**src/rtl/oled_spi_sink_if.sv**
```systemverilog
// SPI-side pins of the SSD1306 link: the driver owns all four wires.
interface oled_spi_sink_if;
  logic sclk;
  logic sdin;
  logic dc;
  logic res_n;

  modport master (output sclk, output sdin, output dc, output res_n);
  modport slave  (input sclk, input sdin, input dc, input res_n);
endinterface

```
**src/rtl/oled_spi_sink.sv**
```systemverilog
// SSD1306-style SPI receiver: deserializes the driver's byte stream, decodes the command
// subset it uses, tracks page/column addressing and emits GDDRAM write strobes.
module oled_spi_sink #(
  parameter int unsigned COLS        = 128,
  parameter int unsigned PAGES       = 4,
  parameter int unsigned SYNC_STAGES = 2
) (
  input  logic                          clk,
  input  logic                          rst,
  oled_spi_sink_if.slave                spi,
  output logic                          mem_we,
  output logic [$clog2(COLS*PAGES)-1:0] mem_addr,
  output logic [7:0]                    mem_wdata,
  output logic                          disp_on,
  output logic                          entire_on,
  output logic                          invert,
  output logic                          seg_remap,
  output logic                          com_scan,
  output logic [7:0]                    contrast,
  output logic [1:0]                    addr_mode,
  output logic                          cmd_err
);

  localparam int unsigned AW = $clog2(COLS * PAGES);
  localparam int unsigned CW = (COLS > 1) ? $clog2(COLS) : 1;
  localparam int unsigned PW = (PAGES > 1) ? $clog2(PAGES) : 1;

  typedef enum logic [1:0] {StCmd, StArg1, StArg2} state_e;

  // Synchronizer: bit 0 sclk, 1 sdin, 2 dc, 3 res_n.
  logic [3:0] sync_q [SYNC_STAGES];
  logic       sclk_s, sdin_s, dc_s, res_s;
  logic       sclk_prev_q;
  logic       sclk_rise;

  always_ff @(posedge clk or negedge rst) begin
    if (!rst) begin
      for (int i = 0; i < int'(SYNC_STAGES); i++) sync_q[i] <= 4'b0000;
      sclk_prev_q <= 1'b0;
    end else begin
      sync_q[0] <= {spi.res_n, spi.dc, spi.sdin, spi.sclk};
      for (int i = 1; i < int'(SYNC_STAGES); i++) sync_q[i] <= sync_q[i-1];
      sclk_prev_q <= sclk_s;
    end
  end

  assign sclk_s    = sync_q[SYNC_STAGES-1][0];
  assign sdin_s    = sync_q[SYNC_STAGES-1][1];
  assign dc_s      = sync_q[SYNC_STAGES-1][2];
  assign res_s     = sync_q[SYNC_STAGES-1][3];
  assign sclk_rise = sclk_s & ~sclk_prev_q;

  // Deserializer: the bit counter is the only framing, res_n low realigns it.
  logic [2:0] bit_cnt_q;
  logic [6:0] shift_q;
  logic [7:0] byte_q;
  logic       byte_dc_q;
  logic       byte_rdy_q;

  always_ff @(posedge clk or negedge rst) begin
    if (!rst) begin
      bit_cnt_q  <= 3'd0;
      shift_q    <= 7'd0;
      byte_q     <= 8'd0;
      byte_dc_q  <= 1'b0;
      byte_rdy_q <= 1'b0;
    end else if (!res_s) begin
      bit_cnt_q  <= 3'd0;
      shift_q    <= 7'd0;
      byte_q     <= 8'd0;
      byte_dc_q  <= 1'b0;
      byte_rdy_q <= 1'b0;
    end else begin
      byte_rdy_q <= 1'b0;
      if (sclk_rise) begin
        shift_q   <= {shift_q[5:0], sdin_s};
        bit_cnt_q <= bit_cnt_q + 3'd1;
        if (bit_cnt_q == 3'd7) begin
          byte_q     <= {shift_q, sdin_s};
          byte_dc_q  <= dc_s;
          byte_rdy_q <= 1'b1;
        end
      end
    end
  end

  // Decoder and addressing state.
  state_e        state_q;
  logic [7:0]    op_q;
  logic [7:0]    arg_q;
  logic [CW-1:0] col_q, col_start_q, col_end_q;
  logic [PW-1:0] page_q, page_start_q, page_end_q;

  function automatic logic [CW-1:0] clamp_col(input int unsigned v);
    return (v > COLS - 1) ? CW'(COLS - 1) : CW'(v);
  endfunction

  function automatic logic [PW-1:0] clamp_page(input int unsigned v);
    return (v > PAGES - 1) ? PW'(PAGES - 1) : PW'(v);
  endfunction

  // Reaching the window end reloads the start, which also handles start > end.
  function automatic logic [CW-1:0] adv_col(input logic [CW-1:0] v);
    if (v == col_end_q) return col_start_q;
    return CW'((32'(v) + 32'd1) % COLS);
  endfunction

  function automatic logic [PW-1:0] adv_page(input logic [PW-1:0] v);
    if (v == page_end_q) return page_start_q;
    return PW'((32'(v) + 32'd1) % PAGES);
  endfunction

  always_ff @(posedge clk or negedge rst) begin
    if (!rst) begin
      state_q      <= StCmd;
      op_q         <= 8'd0;
      arg_q        <= 8'd0;
      col_q        <= '0;
      page_q       <= '0;
      col_start_q  <= '0;
      col_end_q    <= CW'(COLS - 1);
      page_start_q <= '0;
      page_end_q   <= PW'(PAGES - 1);
      mem_we       <= 1'b0;
      mem_addr     <= '0;
      mem_wdata    <= 8'd0;
      disp_on      <= 1'b0;
      entire_on    <= 1'b0;
      invert       <= 1'b0;
      seg_remap    <= 1'b0;
      com_scan     <= 1'b0;
      contrast     <= 8'h7F;
      addr_mode    <= 2'b10;
      cmd_err      <= 1'b0;
    end else if (!res_s) begin
      state_q      <= StCmd;
      op_q         <= 8'd0;
      arg_q        <= 8'd0;
      col_q        <= '0;
      page_q       <= '0;
      col_start_q  <= '0;
      col_end_q    <= CW'(COLS - 1);
      page_start_q <= '0;
      page_end_q   <= PW'(PAGES - 1);
      mem_we       <= 1'b0;
      mem_addr     <= '0;
      mem_wdata    <= 8'd0;
      disp_on      <= 1'b0;
      entire_on    <= 1'b0;
      invert       <= 1'b0;
      seg_remap    <= 1'b0;
      com_scan     <= 1'b0;
      contrast     <= 8'h7F;
      addr_mode    <= 2'b10;
      cmd_err      <= 1'b0;
    end else begin
      mem_we  <= 1'b0;
      cmd_err <= 1'b0;
      if (byte_rdy_q) begin
        if (byte_dc_q) begin
          // A data byte abandons any half-received command and is still written.
          if (state_q != StCmd) cmd_err <= 1'b1;
          state_q   <= StCmd;
          mem_we    <= 1'b1;
          mem_addr  <= AW'(32'(page_q) * COLS + 32'(col_q));
          mem_wdata <= byte_q;
          case (addr_mode)
            2'b00: begin
              if (col_q == col_end_q) page_q <= adv_page(page_q);
              col_q <= adv_col(col_q);
            end
            2'b01: begin
              if (page_q == page_end_q) col_q <= adv_col(col_q);
              page_q <= adv_page(page_q);
            end
            default: col_q <= adv_col(col_q);
          endcase
        end else begin
          unique case (state_q)
            StCmd: begin
              case (byte_q) inside
                8'hAE, 8'hAF: disp_on   <= byte_q[0];
                8'hA4, 8'hA5: entire_on <= byte_q[0];
                8'hA6, 8'hA7: invert    <= byte_q[0];
                8'hA0, 8'hA1: seg_remap <= byte_q[0];
                8'hC0, 8'hC8: com_scan  <= byte_q[3];
                [8'h00:8'h0F]: col_q <= clamp_col((32'(col_q) & 32'h70) | 32'(byte_q[3:0]));
                [8'h10:8'h1F]: col_q <= clamp_col((32'(col_q) & 32'h0F) | (32'(byte_q[2:0]) << 4));
                [8'hB0:8'hB7]: page_q <= clamp_page(32'(byte_q[2:0]));
                [8'h40:8'h7F]: begin
                end
                8'h81, 8'h20, 8'h8D, 8'hD9, 8'hDA, 8'hA8, 8'hD3, 8'hD5, 8'hDB,
                8'h21, 8'h22: begin
                  op_q    <= byte_q;
                  state_q <= StArg1;
                end
                default: cmd_err <= 1'b1;
              endcase
            end
            StArg1: begin
              state_q <= StCmd;
              case (op_q)
                8'h81: contrast <= byte_q;
                8'h20: begin
                  if (byte_q[1:0] == 2'b11) cmd_err <= 1'b1;
                  else addr_mode <= byte_q[1:0];
                end
                8'h21, 8'h22: begin
                  arg_q   <= byte_q;
                  state_q <= StArg2;
                end
                default: begin
                end
              endcase
            end
            StArg2: begin
              state_q <= StCmd;
              if (op_q == 8'h21) begin
                col_start_q <= clamp_col(32'(arg_q));
                col_end_q   <= clamp_col(32'(byte_q));
                col_q       <= clamp_col(32'(arg_q));
              end else begin
                page_start_q <= clamp_page(32'(arg_q));
                page_end_q   <= clamp_page(32'(byte_q));
                page_q       <= clamp_page(32'(arg_q));
              end
            end
            default: state_q <= StCmd;
          endcase
        end
      end
    end
  end

endmodule

```
**src/flat_wrapper.sv**
```systemverilog
// flat-port wrapper written by rule: the top's interface ports become plain ports
module oled_spi_sink_flat 
#(
  parameter int unsigned COLS        = 128,
  parameter int unsigned PAGES       = 4,
  parameter int unsigned SYNC_STAGES = 2
)
  (clk, rst, mem_we, mem_addr, mem_wdata, disp_on, entire_on, invert, seg_remap, com_scan, contrast, addr_mode, cmd_err, spi_sclk, spi_sdin, spi_dc, spi_res_n);
  oled_spi_sink_if spi_i ();
  input  logic clk;
  input  logic rst;
  output logic mem_we;
  output logic [$clog2(COLS*PAGES)-1:0] mem_addr;
  output logic [7:0] mem_wdata;
  output logic disp_on;
  output logic entire_on;
  output logic invert;
  output logic seg_remap;
  output logic com_scan;
  output logic [7:0] contrast;
  output logic [1:0] addr_mode;
  output logic cmd_err;
  input wire logic [$bits(spi_i.sclk)-1:0] spi_sclk;
  input wire logic [$bits(spi_i.sdin)-1:0] spi_sdin;
  input wire logic [$bits(spi_i.dc)-1:0] spi_dc;
  input wire logic [$bits(spi_i.res_n)-1:0] spi_res_n;
  assign spi_i.sclk = spi_sclk;
  assign spi_i.sdin = spi_sdin;
  assign spi_i.dc = spi_dc;
  assign spi_i.res_n = spi_res_n;
  oled_spi_sink #(.COLS(COLS), .PAGES(PAGES), .SYNC_STAGES(SYNC_STAGES)) u_core (.clk(clk), .rst(rst), .spi(spi_i), .mem_we(mem_we), .mem_addr(mem_addr), .mem_wdata(mem_wdata), .disp_on(disp_on), .entire_on(entire_on), .invert(invert), .seg_remap(seg_remap), .com_scan(com_scan), .contrast(contrast), .addr_mode(addr_mode), .cmd_err(cmd_err));
endmodule
```
**config.mk**
```make
export PLATFORM = sky130hd
export DESIGN_NAME = oled_spi_sink_flat
export DESIGN_NICKNAME = d
export VERILOG_FILES = /design/src/rtl/oled_spi_sink_if.sv /design/src/rtl/oled_spi_sink.sv /design/src/flat_wrapper.sv
export SDC_FILE = /design/constraint.sdc
export NUM_CORES = 1
export LEC_CHECK = 0
export BUFFER_PORTS_ARGS = -buffer_cell sky130_fd_sc_hd__buf_2
export CORE_MARGIN = 4
export CORE_UTILIZATION = 65
export CTS_BUF_LIST = sky130_fd_sc_hd__clkbuf_8
export CTS_CLUSTER_SIZE = 16
export DETAILED_ROUTE_END_ITERATION = 16
export PLACE_DENSITY = 0.83
export SLEW_MARGIN = 20
export SYNTH_ARGS = -nofsm -noshare
export SYNTH_HDL_FRONTEND = slang
export SYNTH_SLANG_ARGS = --single-unit
```
**constraint.sdc**
```tcl
create_clock -name clk -period 3.8 [get_ports clk]
set_clock_uncertainty 0.2 [all_clocks]
set_input_delay 1.14 -clock clk [delete_from_list [all_inputs] [get_ports clk]]
set_output_delay 1.14 -clock clk [all_outputs]
set_load 0.02 [all_outputs]
```
# Word-level counts from Yosys, hierarchy flattened
# Cells that the tools add are included.
[word_totals]
word_cells = 365
out_inout_bits = 34
regBits = 108
[classes]
reduce_logical = 31
order_cmp = 15
n_eq_ne = 79
n_addsub = 4
n_bitwise = 4
mux = 204
[op_table]
columns = ["op", "n"]
rows = [
  ["8-bit two-way mux", 30],
  ["7-bit two-way mux", 31],
  ["8-bit == test (second input constant)", 19],
  ["2-bit two-way mux", 48],
  ["1-bit two-way mux", 84],
  ["4-bit inequality test (second input constant)", 17],
  ["32-bit by 7-bit > comparator with 1-bit output (second input constant)", 2],
  ["2-bit inequality test (second input constant)", 29],
  ["8-bit by 6-bit == test with 1-bit output (second input constant)", 6],
  ["7-bit one-hot mux with 2 select lines", 2],
  ["9-bit two-way mux", 3],
  ["13-bit AND reduction", 2],
  ["4-bit AND reduction", 5],
  ["8-bit by 2-bit > comparator with 1-bit output (second input constant)", 2],
  ["8-bit by 7-bit > comparator with 1-bit output (second input constant)", 2],
  ["2-bit OR reduction", 7],
  ["2-bit one-hot mux with 2 select lines", 3],
  ["11-bit AND reduction", 1],
  ["11-bit OR reduction", 1],
  ["10-bit AND reduction", 1],
  ["5-bit AND reduction", 2],
  ["9-bit by 7-bit adder with 9-bit output", 1],
  ["8-bit by 1-bit greater-or-equal comparator with 1-bit output (second input constant)", 1],
  ["8-bit by 5-bit greater-or-equal comparator with 1-bit output (second input constant)", 1],
  ["29 further kinds", 37],
]

# Depth between registers and ports, before layout
# Gate-level depths: netlist of the first run.
[logic_depth]
ltp_word = 16
depth_mapped = 8
ltp_nobuf = 6

# Worst setup path after synthesis of the first run
# Ideal clock, no wire load.
[synth_timing]
path_kind = "reg-to-reg"
startpoint = "register u_core.col_end_q[3]"
endpoint = "register u_core.page_q[1]"
path_stages_with_launch = 6
required_time_ns = 3.475
slack_ns = 1.619
synth_period_minus_slack_ns = 2.181
arrival_ns = 1.856
setup_time_ns = 0.125
cell_sequence = "dfstp_2 > xor2_1 > nor4_1 > nand4_2 > a211oi_2 > mux2_2"
[synth_via]
elab_chain_len = 3
[synth_rtl]
columns = ["item", "line", "rtl"]
rows = [
  ["start: declaration", "oled_spi_sink.sv:91", "logic [CW-1:0] col_q, col_start_q, col_end_q;"],
  ["start signal: assignment", "oled_spi_sink.sv:121", "col_end_q <= CW'(COLS - 1);"],
  ["start signal: assignment", "oled_spi_sink.sv:142", "col_end_q <= CW'(COLS - 1);"],
  ["start signal: assignment", "oled_spi_sink.sv:220", "col_end_q <= clamp_col(32'(byte_q));"],
  ["7-bit == test", "oled_spi_sink.sv:169", "if (col_q == col_end_q) page_q <= adv_page(page_q);"],
  ["4-bit inequality test (no source line)", "-", ""],
  ["13-bit AND reduction (no source line)", "-", ""],
  ["end signal: assignment", "oled_spi_sink.sv:169", ""],
  ["end signal: assignment", "oled_spi_sink.sv:174", "page_q <= adv_page(page_q);"],
  ["end signal: assignment", "oled_spi_sink.sv:189", "[8'hB0:8'hB7]: page_q <= clamp_page(32'(byte_q[2:0]));"],
  ["end: declaration", "oled_spi_sink.sv:92", "logic [PW-1:0] page_q, page_start_q, page_end_q;"],
]
# Every way passes these cells.
# A chain may end at the register's enable or synchronous reset.

# Final worst setup path of the first run
[layout_timing]
startpoint = "register u_core.byte_q[1]"
endpoint = "register u_core.op_q[1]"
[layout_via]
elab_chain_len = 14
[layout_rtl]
columns = ["item", "line", "rtl"]
rows = [
  ["start: declaration", "oled_spi_sink.sv:56", "logic [7:0] byte_q;"],
  ["start signal: assignment", "oled_spi_sink.sv:79", "byte_q <= {shift_q, sdin_s};"],
  ["8-bit two-way mux (10 in a row)", "oled_spi_sink.sv:181", "case (byte_q) inside"],
  ["8-bit two-way mux", "oled_spi_sink.sv:179", "unique case (state_q)"],
  ["8-bit two-way mux", "oled_spi_sink.sv:160", "if (byte_dc_q) begin"],
  ["8-bit two-way mux", "oled_spi_sink.sv:159", "if (byte_rdy_q) begin"],
  ["8-bit two-way mux", "oled_spi_sink.sv:135", "end else if (!res_s) begin"],
  ["end signal: assignment", "oled_spi_sink.sv:194", "op_q <= byte_q;"],
  ["end: declaration", "oled_spi_sink.sv:89", "logic [7:0] op_q;"],
]
# Parallel ways exist; a longest one is shown, timed or not. The select of a mux whose other input is x is not followed.

==> flow_metrics.tcl, run 1 <==
set metrics [dict create \
    fin_area_um2 5760 \
    hold_viol_final 0 \
    reg2reg_slack_ns 1.03 \
    cp_slowest_cell "dfrtp_1" \
    crit_fanout 18 \
    antenna_found_initial 0 \
    remaining_drc_errors 0 \
    clkTransAtPathRegs_ns 0.11 \
    vias 4211 \
    max_stage_delay_ns 0.76 \
    grt_setup_unrepaired "false" \
    start_util_pct 68.0 \
    postCtsSetupBuffers 0 \
    synthXorXnorAreaFrac_pct 2.96 \
    crit_cells 6 \
    post_synth_fa_ha_maj_area_fraction_pct 0.704 \
    hold_class "register to register" \
    synth-compound-area-share_pct 16.9 \
    finalSetupViolCount 0 \
    worst_ir_drop_vdd_uv 240 \
    dr.pass1.iters 6 \
    core_um2 7850 \
    syn-mean-instance-area_um2 9.93 \
    synth-edff-count 0 \
    die_area_um2 9720 \
    synthFlopType "dfrtp_1" \
    synth-async-reset-ratio_pct 100 \
    finalNonFillerCells 662 \
    max_freq_ghz 0.361 \
    cts_sinks 108 \
    grt_pass1_vias 4079 \
    fill_cells 585 \
    rows 32 \
    maxCapViolCount 0 \
    tightest_slew_ns 0.792 \
    hold-path-cell-count 0 \
    dpl.hpwl_um 8680 \
    crit_end "u_core.op_q[1]" \
    grt_max_degree 70 \
    postPlaceCellArea_um2 5560 \
    cts_hold_buf 0 \
    clock_path_buffers 2 \
    die_h_um 98.6 \
    drt_iter0_drc 358 \
    crit_arrival_ns 2.84 \
    cp_cell_sequence "nand2b_1 -> nor2_1 -> o2111a_1 -> a311oi_2 -> nor2_2 -> a221o_1" \
    status "completed" \
    synthMuxAreaShare_pct 4.64 \
    nets 564 \
    clock_latency_ns 0.39 \
    grt.total_usage_pct 27.2 \
    crit_type "register to register" \
    setup_tns_ns 0 \
    ioPinCount 40 \
    finalMaxSlewViolations 0 \
    gp_congestion 0.968 \
    yosys.area_share.simple_pct 20.0 \
    fin_crit_sh_pct 72.8 \
    layout-drive-gt1-share_pct 19.6 \
    p_per_area_nw_per_um2 352 \
    worst_r2r_path_depth 6 \
    routed_via_density 6.36 \
    postRouteWirelength_um 12600 \
    setup.worst_path.end_class "register" \
    synth_warnings 0 \
    startpoint_type "register" \
    synth_top_family_by_area "simple AND/OR/NAND/NOR gates" \
    clockRootBuffer "clkbuf_8" \
    h-tree-depth 3 \
    cpLargestDelayFamily "compound AO/OA/AOI/OAI gates" \
    synth_seq_area_share_pct 51.1 \
    portBuffers 39 \
    grt_pass1_wl_um 21200 \
    ys_types 64 \
    max_slew_margin_pct 47.1 \
    crit_buf_inv 0 \
    syn_inst 537 \
    overflow 0 \
    avgRoutedWirePerCell_um 19.0 \
    min_period_ns 2.77 \
    cp_data_required_time_ns 3.88 \
    cts_resized 0 \
    dpl.cell_count 646 \
    area_growth_pct 7.91 \
    synth_seq_cells 108 \
    antenna_cells 0 \
    synth_area_um2 5330 \
    cts_tree "done" \
    reg2reg_from "u_core.byte_q[1]" \
    reg2reg_to "u_core.op_q[1]" \
    synth_nets 546 \
    p_leak_nw 2.59 \
    ant_nets 0 \
    startpoint "u_core.byte_q[1]" \
    die_width_um 98.6 \
    cts_buffers 9 \
]
[placed cells by master, fill, tap and decap left out, types with 2 or more instances in the layout]
cell / netlist / layout
xnor2_1: 12 / 12
inv_1: 9 / 9
and3_1: 11 / 11
nand2b_1: 10 / 10
nor2b_1: 8 / 8
mux2i_1: 9 / 9
clkbuf_8: 0 / 9
a211oi_1: 5 / 5
a221o_1: 8 / 8
o221ai_1: 3 / 3
ha_1: 3 / 3
buf_4: 0 / 7
nor3_1: 19 / 19
xor2_1: 6 / 6
a21oi_2: 2 / 3
dfstp_2: 17 / 17
mux2_1: 2 / 2
dfrtp_1: 91 / 91
a21oi_1: 27 / 26
o21ai_0: 18 / 18
inv_6: 0 / 2
nand3_1: 8 / 8
nor3_2: 3 / 3
and2_1: 4 / 4
a21o_1: 2 / 2
o21a_1: 3 / 3
nor3b_1: 2 / 2
o31ai_2: 2 / 2
o22a_1: 2 / 2
nor2_1: 58 / 58
nand2_1: 63 / 63
nor4_1: 8 / 8
clkinv_4: 0 / 2
mux2_2: 12 / 12
a31oi_1: 15 / 15
a22o_1: 19 / 19
buf_2: 14 / 38
o31ai_1: 9 / 9
[worst reg2reg max path: cells and delay by family (launching register included)]
kind             cells  cell delay (ns)
AND/OR/NAND/NOR      3             0.47
AO/OA/AOI/OAI        3             1.22
flip-flops           1             0.76
[power breakdown]
part	total (W)	leakage, nW	internal (W)	switching [W]
Clock	0.000675	0.0989	0.000254	0.000421
Sequential	0.00121	1.42	0.00119	0.0000245
Combinational	0.000138	1.07	0.0000449	0.0000927
Total	0.00202	2.59	0.00149	0.000538
[flip-flops by register name, indices dropped and copies added (netlist names), 8 cells and up]
register          cells
u_core.arg_q          8
u_core.byte_q         8
u_core.contrast       8
u_core.mem_addr       9
u_core.mem_wdata      8
u_core.op_q           8
[per-layer routing]
layer	track usage [%]	part of all wire [%]
met5	0	0
met4	10.1	2.4
met3	4.88	7.1
met2	42.5	48
met1	38.3	43
[stage by stage]
| stage | hold slack [ns] | utilization, % | setup slack (ns) | total power [W] |
|---|---|---|---|---|
| global placement | 0.135 | 70.9 | 1.15 | 0.00136 |
| detailed placement | 0.136 | 70.9 | 1.10 | 0.00137 |
| floorplan | 0.131 | - | 1.62 | 0.00131 |
| finish | 0.160 | 73.3 | 1.03 | 0.00202 |
| CTS | 0.163 | 73.3 | 1.07 | 0.00204 |
| global route | 0.167 | 73.3 | 0.845 | 0.00211 |
[synthesized netlist by cell type (2+ instances only)]
library cell  count  share of area (%)
o31ai_2           2               0.47
mux2i_1           9                1.7
a22o_1           19                3.1
ha_1              3               0.70
buf_1             6               0.42
a21oi_2           2               0.33
a31oi_1          15                1.8
nor3b_1           2               0.28
xor2_1            6               0.99
nand2b_1         10                1.2
inv_1             9               0.63
a21o_1            2               0.28
nor2_1           58                4.1
dfrtp_1          91                 43
nor3_1           19                1.8
o22a_1            2               0.33
dfstp_2          17                8.4
o21a_1            3               0.42
and2_1            4               0.47
buf_2            14                1.3
nand3_1           8               0.75
and3_1           11                1.3
nor3_2            3               0.56
o31ai_1           9                1.3
nor4_1            8               0.94
mux2_2           12                2.5
a221o_1           8                1.5
clkbuf_1         19                1.3
nor2b_1           8               0.94
xnor2_1          12                2.0
a21oi_1          27                2.5
nand2_1          63                4.4
o21ai_0          18                1.7
mux2_1            2               0.42
a211oi_1          5               0.70
o221ai_1          3               0.49
[kinds of logic after synthesis]
group	count (synthesis)
AO/OA/AOI/OAI	125
XOR/XNOR	18
flip-flops	108
multiplexers	23
AND/OR/NAND/NOR	211
adder cells (fa/ha/maj)	3
buffers and inverters	49
[layout make-up]
class | instances | area (um^2) | share of cell area [%]
clock buffers | 9 | 124 | 2.15
multi-input cells | 380 | 2410 | 41.9
flip-flops and latches | 108 | 2720 | 47.3
well taps | 102 | 128 | 2.22
clock inverters | 7 | 67.6 | 1.17
repair buffers | 46 | 263 | 4.57
inverters | 10 | 37.5 | 0.652
[how the worst min path moves through the flow]
| stage | from | to | slack [ns] |
|---|---|---|---|
| global route | u_core.sync_q[7] | u_core.res_s | 0.17 |
| global placement | u_core.sync_q[4] | u_core.sclk_s | 0.14 |
| CTS | u_core.sync_q[7] | u_core.res_s | 0.16 |
| floorplan | u_core.sync_q[6] | u_core.dc_s | 0.13 |
| finish | u_core.sync_q[7] | u_core.res_s | 0.16 |
| detailed placement | u_core.sync_q[4] | u_core.sclk_s | 0.14 |
No activity file was read; power rests on OpenSTA's default activity.
==> inputs of run 2 (changes only) <==
--- a/config.mk
+++ b/config.mk
@@ -7,11 +7,11 @@
 export LEC_CHECK = 0
 export BUFFER_PORTS_ARGS = -buffer_cell sky130_fd_sc_hd__buf_2
 export CORE_MARGIN = 4
-export CORE_UTILIZATION = 65
+export CORE_UTILIZATION = 62
 export CTS_BUF_LIST = sky130_fd_sc_hd__clkbuf_8
 export CTS_CLUSTER_SIZE = 16
 export DETAILED_ROUTE_END_ITERATION = 16
-export PLACE_DENSITY = 0.83
+export PLACE_DENSITY = 0.8
 export SLEW_MARGIN = 20
 export SYNTH_ARGS = -nofsm -noshare
 export SYNTH_HDL_FRONTEND = slang
==> constraint.sdc (replaced) <==
create_clock -name clk -period 2.72 [get_ports clk]
set_clock_uncertainty 0.2 [all_clocks]
set_input_delay 0.816 -clock clk [delete_from_list [all_inputs] [get_ports clk]]
set_output_delay 0.816 -clock clk [all_outputs]
set_load 0.02 [all_outputs]
==> run 2 against run 1 <==
Effect of this change:
- power rose by 39%
- sequential power rose by 40%
- setup slack got worse by 0.83 ns
- worst hold slack got worse by 0.0029 ns
- highest routed layer unchanged
==> flow_metrics.tcl, run 2 (synthesized netlist as in run 1, its figures left out) <==
set metrics [dict create \
    cts_buffers 9 \
    portBuffers 39 \
    clock_path_buffers 2 \
    register_area_um2 2720 \
    fin_ws_ns 0.198 \
    cts_sinks 108 \
    crit_fanout 9 \
    grt_max_degree 41 \
    remaining_drc_errors 0 \
    p_int_w 0.00207 \
    clkTransAtPathRegs_ns 0.10 \
    reg2reg_slack_ns 0.20 \
    power_frac_seq_pct 60.1 \
    power.share.switching_pct 26.2 \
    crit_arrival_ns 2.59 \
    setup.worst_path.end_class "register" \
    reg2reg_from "u_core.col_q[0]" \
    tightest_slew_ns 0.639 \
    grt.total_usage_pct 27.0 \
    start_util_pct 64.3 \
    postCtsSetupBuffers 0 \
    p_leak_nw 2.68 \
    ioPinCount 40 \
    area_growth_pct 10.5 \
    startpoint "u_core.col_q[0]" \
    avgRoutedWirePerCell_um 19.1 \
    fin_crit_sh_pct 92.7 \
    dr.pass1.iters 5 \
    clockRootBuffer "clkbuf_8" \
    vias 4348 \
    cp_cell_sequence "xor2_1 -> nor4_1 -> nand4_2 -> a211oi_2 -> mux2_2" \
    p_total_w 0.00281 \
    layout_commonest_cell "dfrtp_1" \
    setup_tns_ns 0 \
    die_area_um2 10200 \
    antenna_found_initial 0 \
    grt_pass1_wl_um 21500 \
    gp_congestion 0.973 \
    cp_data_required_time_ns 2.78 \
    p_per_area_nw_per_um2 477 \
    layout-drive-gt1-share_pct 21.8 \
    multi_input_area_um2 2410 \
    die_h_um 101 \
    status "completed" \
    ant_nets 0 \
    cp_slowest_cell "dfrtp_1" \
    regMostFlops "u_core.mem_addr" \
    worst_ir_drop_vdd_uv 336 \
    hold-path-cell-count 0 \
    h-tree-depth 3 \
    layout_common_cells "91 x dfrtp_1, 63 x nand2_1, 58 x nor2_1" \
    dpl.hpwl_um 9190 \
    hold_class "register to register" \
    max_stage_delay_ns 0.51 \
    postRouteWirelength_um 13100 \
    startpoint_type "register" \
    pwr-share-clk_pct 32.6 \
    die_width_um 101 \
    crit_type "register to register" \
    grt_setup_unrepaired "false" \
    cts_resized 0 \
    worst_r2r_path_depth 5 \
    reg2reg_to "u_core.page_q[1]" \
    largest_register_ffs 9 \
    antenna_cells 0 \
    nets 582 \
    finalMaxSlewViolations 0 \
    max_slew_margin_pct 57.4 \
    core_um2 8300 \
    crit_end "u_core.page_q[1]" \
    cts_hold_buf 0 \
    clock_latency_ns 0.38 \
    p_comb_share_pct 7.4 \
    overflow 0 \
    finalSetupViolCount 0 \
    place_ws_ns 0.243 \
    hold_viol_final 0 \
    drt_iter0_drc 441 \
    maxCapViolCount 0 \
    min_period_ns 2.52 \
    power.switching_w 0.000735 \
    utilization_pct 71.0 \
    cts_tree "done" \
    grt_pass1_vias 4262 \
    rows 33 \
    routed_via_density 6.37 \
    fill_cells 604 \
    max_freq_ghz 0.396 \
]
run 2: changes by cell type in the layout (fill, tap and decap cells not counted), sizes merged:
cell and delta:
clkinv -2, inv +1, buf +18, clkinvlp +1
run 2: area by class of cell:
| class | count | area share, % |
|---|---|---|
| clock inverters | 7 | 0.977 |
| flip-flops and latches | 108 | 46.2 |
| multi-input cells | 380 | 40.9 |
| clock buffers | 9 | 2.10 |
| inverters | 10 | 0.637 |
| well taps | 105 | 2.23 |
| repair buffers | 64 | 6.96 |
run 2: how the worst min path moves through the flow:
stage / start / to
floorplan: u_core.sync_q[6] / u_core.dc_s
global placement: u_core.sync_q[7] / u_core.res_s
detailed placement: u_core.sync_q[6] / u_core.dc_s
CTS: u_core.sync_q[7] / u_core.res_s
global route: u_core.sync_q[6] / u_core.dc_s
finish: u_core.sync_q[7] / u_core.res_s
run 2: layer usage:
metal,global-route usage [%],wire (um)
met1,37.5,5480
met2,43.2,6390
met5,0,0
met4,10.7,330
met3,3.39,864
run 2: power by group through the flow:
| stage | clock (W) | combinational, W | sequential (W) |
|---|---|---|---|
| global placement | 0 | 0.000201 | 0.00172 |
| global route | 0.00100 | 0.000230 | 0.00169 |
| CTS | 0.000928 | 0.000207 | 0.00169 |
| floorplan | 0 | 0.000116 | 0.00172 |
| detailed placement | 0 | 0.000206 | 0.00172 |
| finish | 0.000915 | 0.000207 | 0.00169 |
run 2: worst max-delay path: cells and delay by family (launching register included):
| family | cells | cell delay [ns] |
|---|---|---|
| flip-flops | 1 | 0.51 |
| multiplexers | 1 | 0.38 |
| AND/OR/NAND/NOR | 2 | 0.72 |
| AO/OA/AOI/OAI | 1 | 0.41 |
| XOR/XNOR | 1 | 0.20 |
run 2: metrics by stage:
stage          std cells  area (um^2)  hold WS [ns]
4_1_cts              683         5890         0.156
3_3_place_gp         667         5710         0.131
2_1_floorplan        537         5330         0.131
3_5_place_dp         667         5710         0.140
5_1_grt              683         5890         0.169
6_report             683         5890         0.157
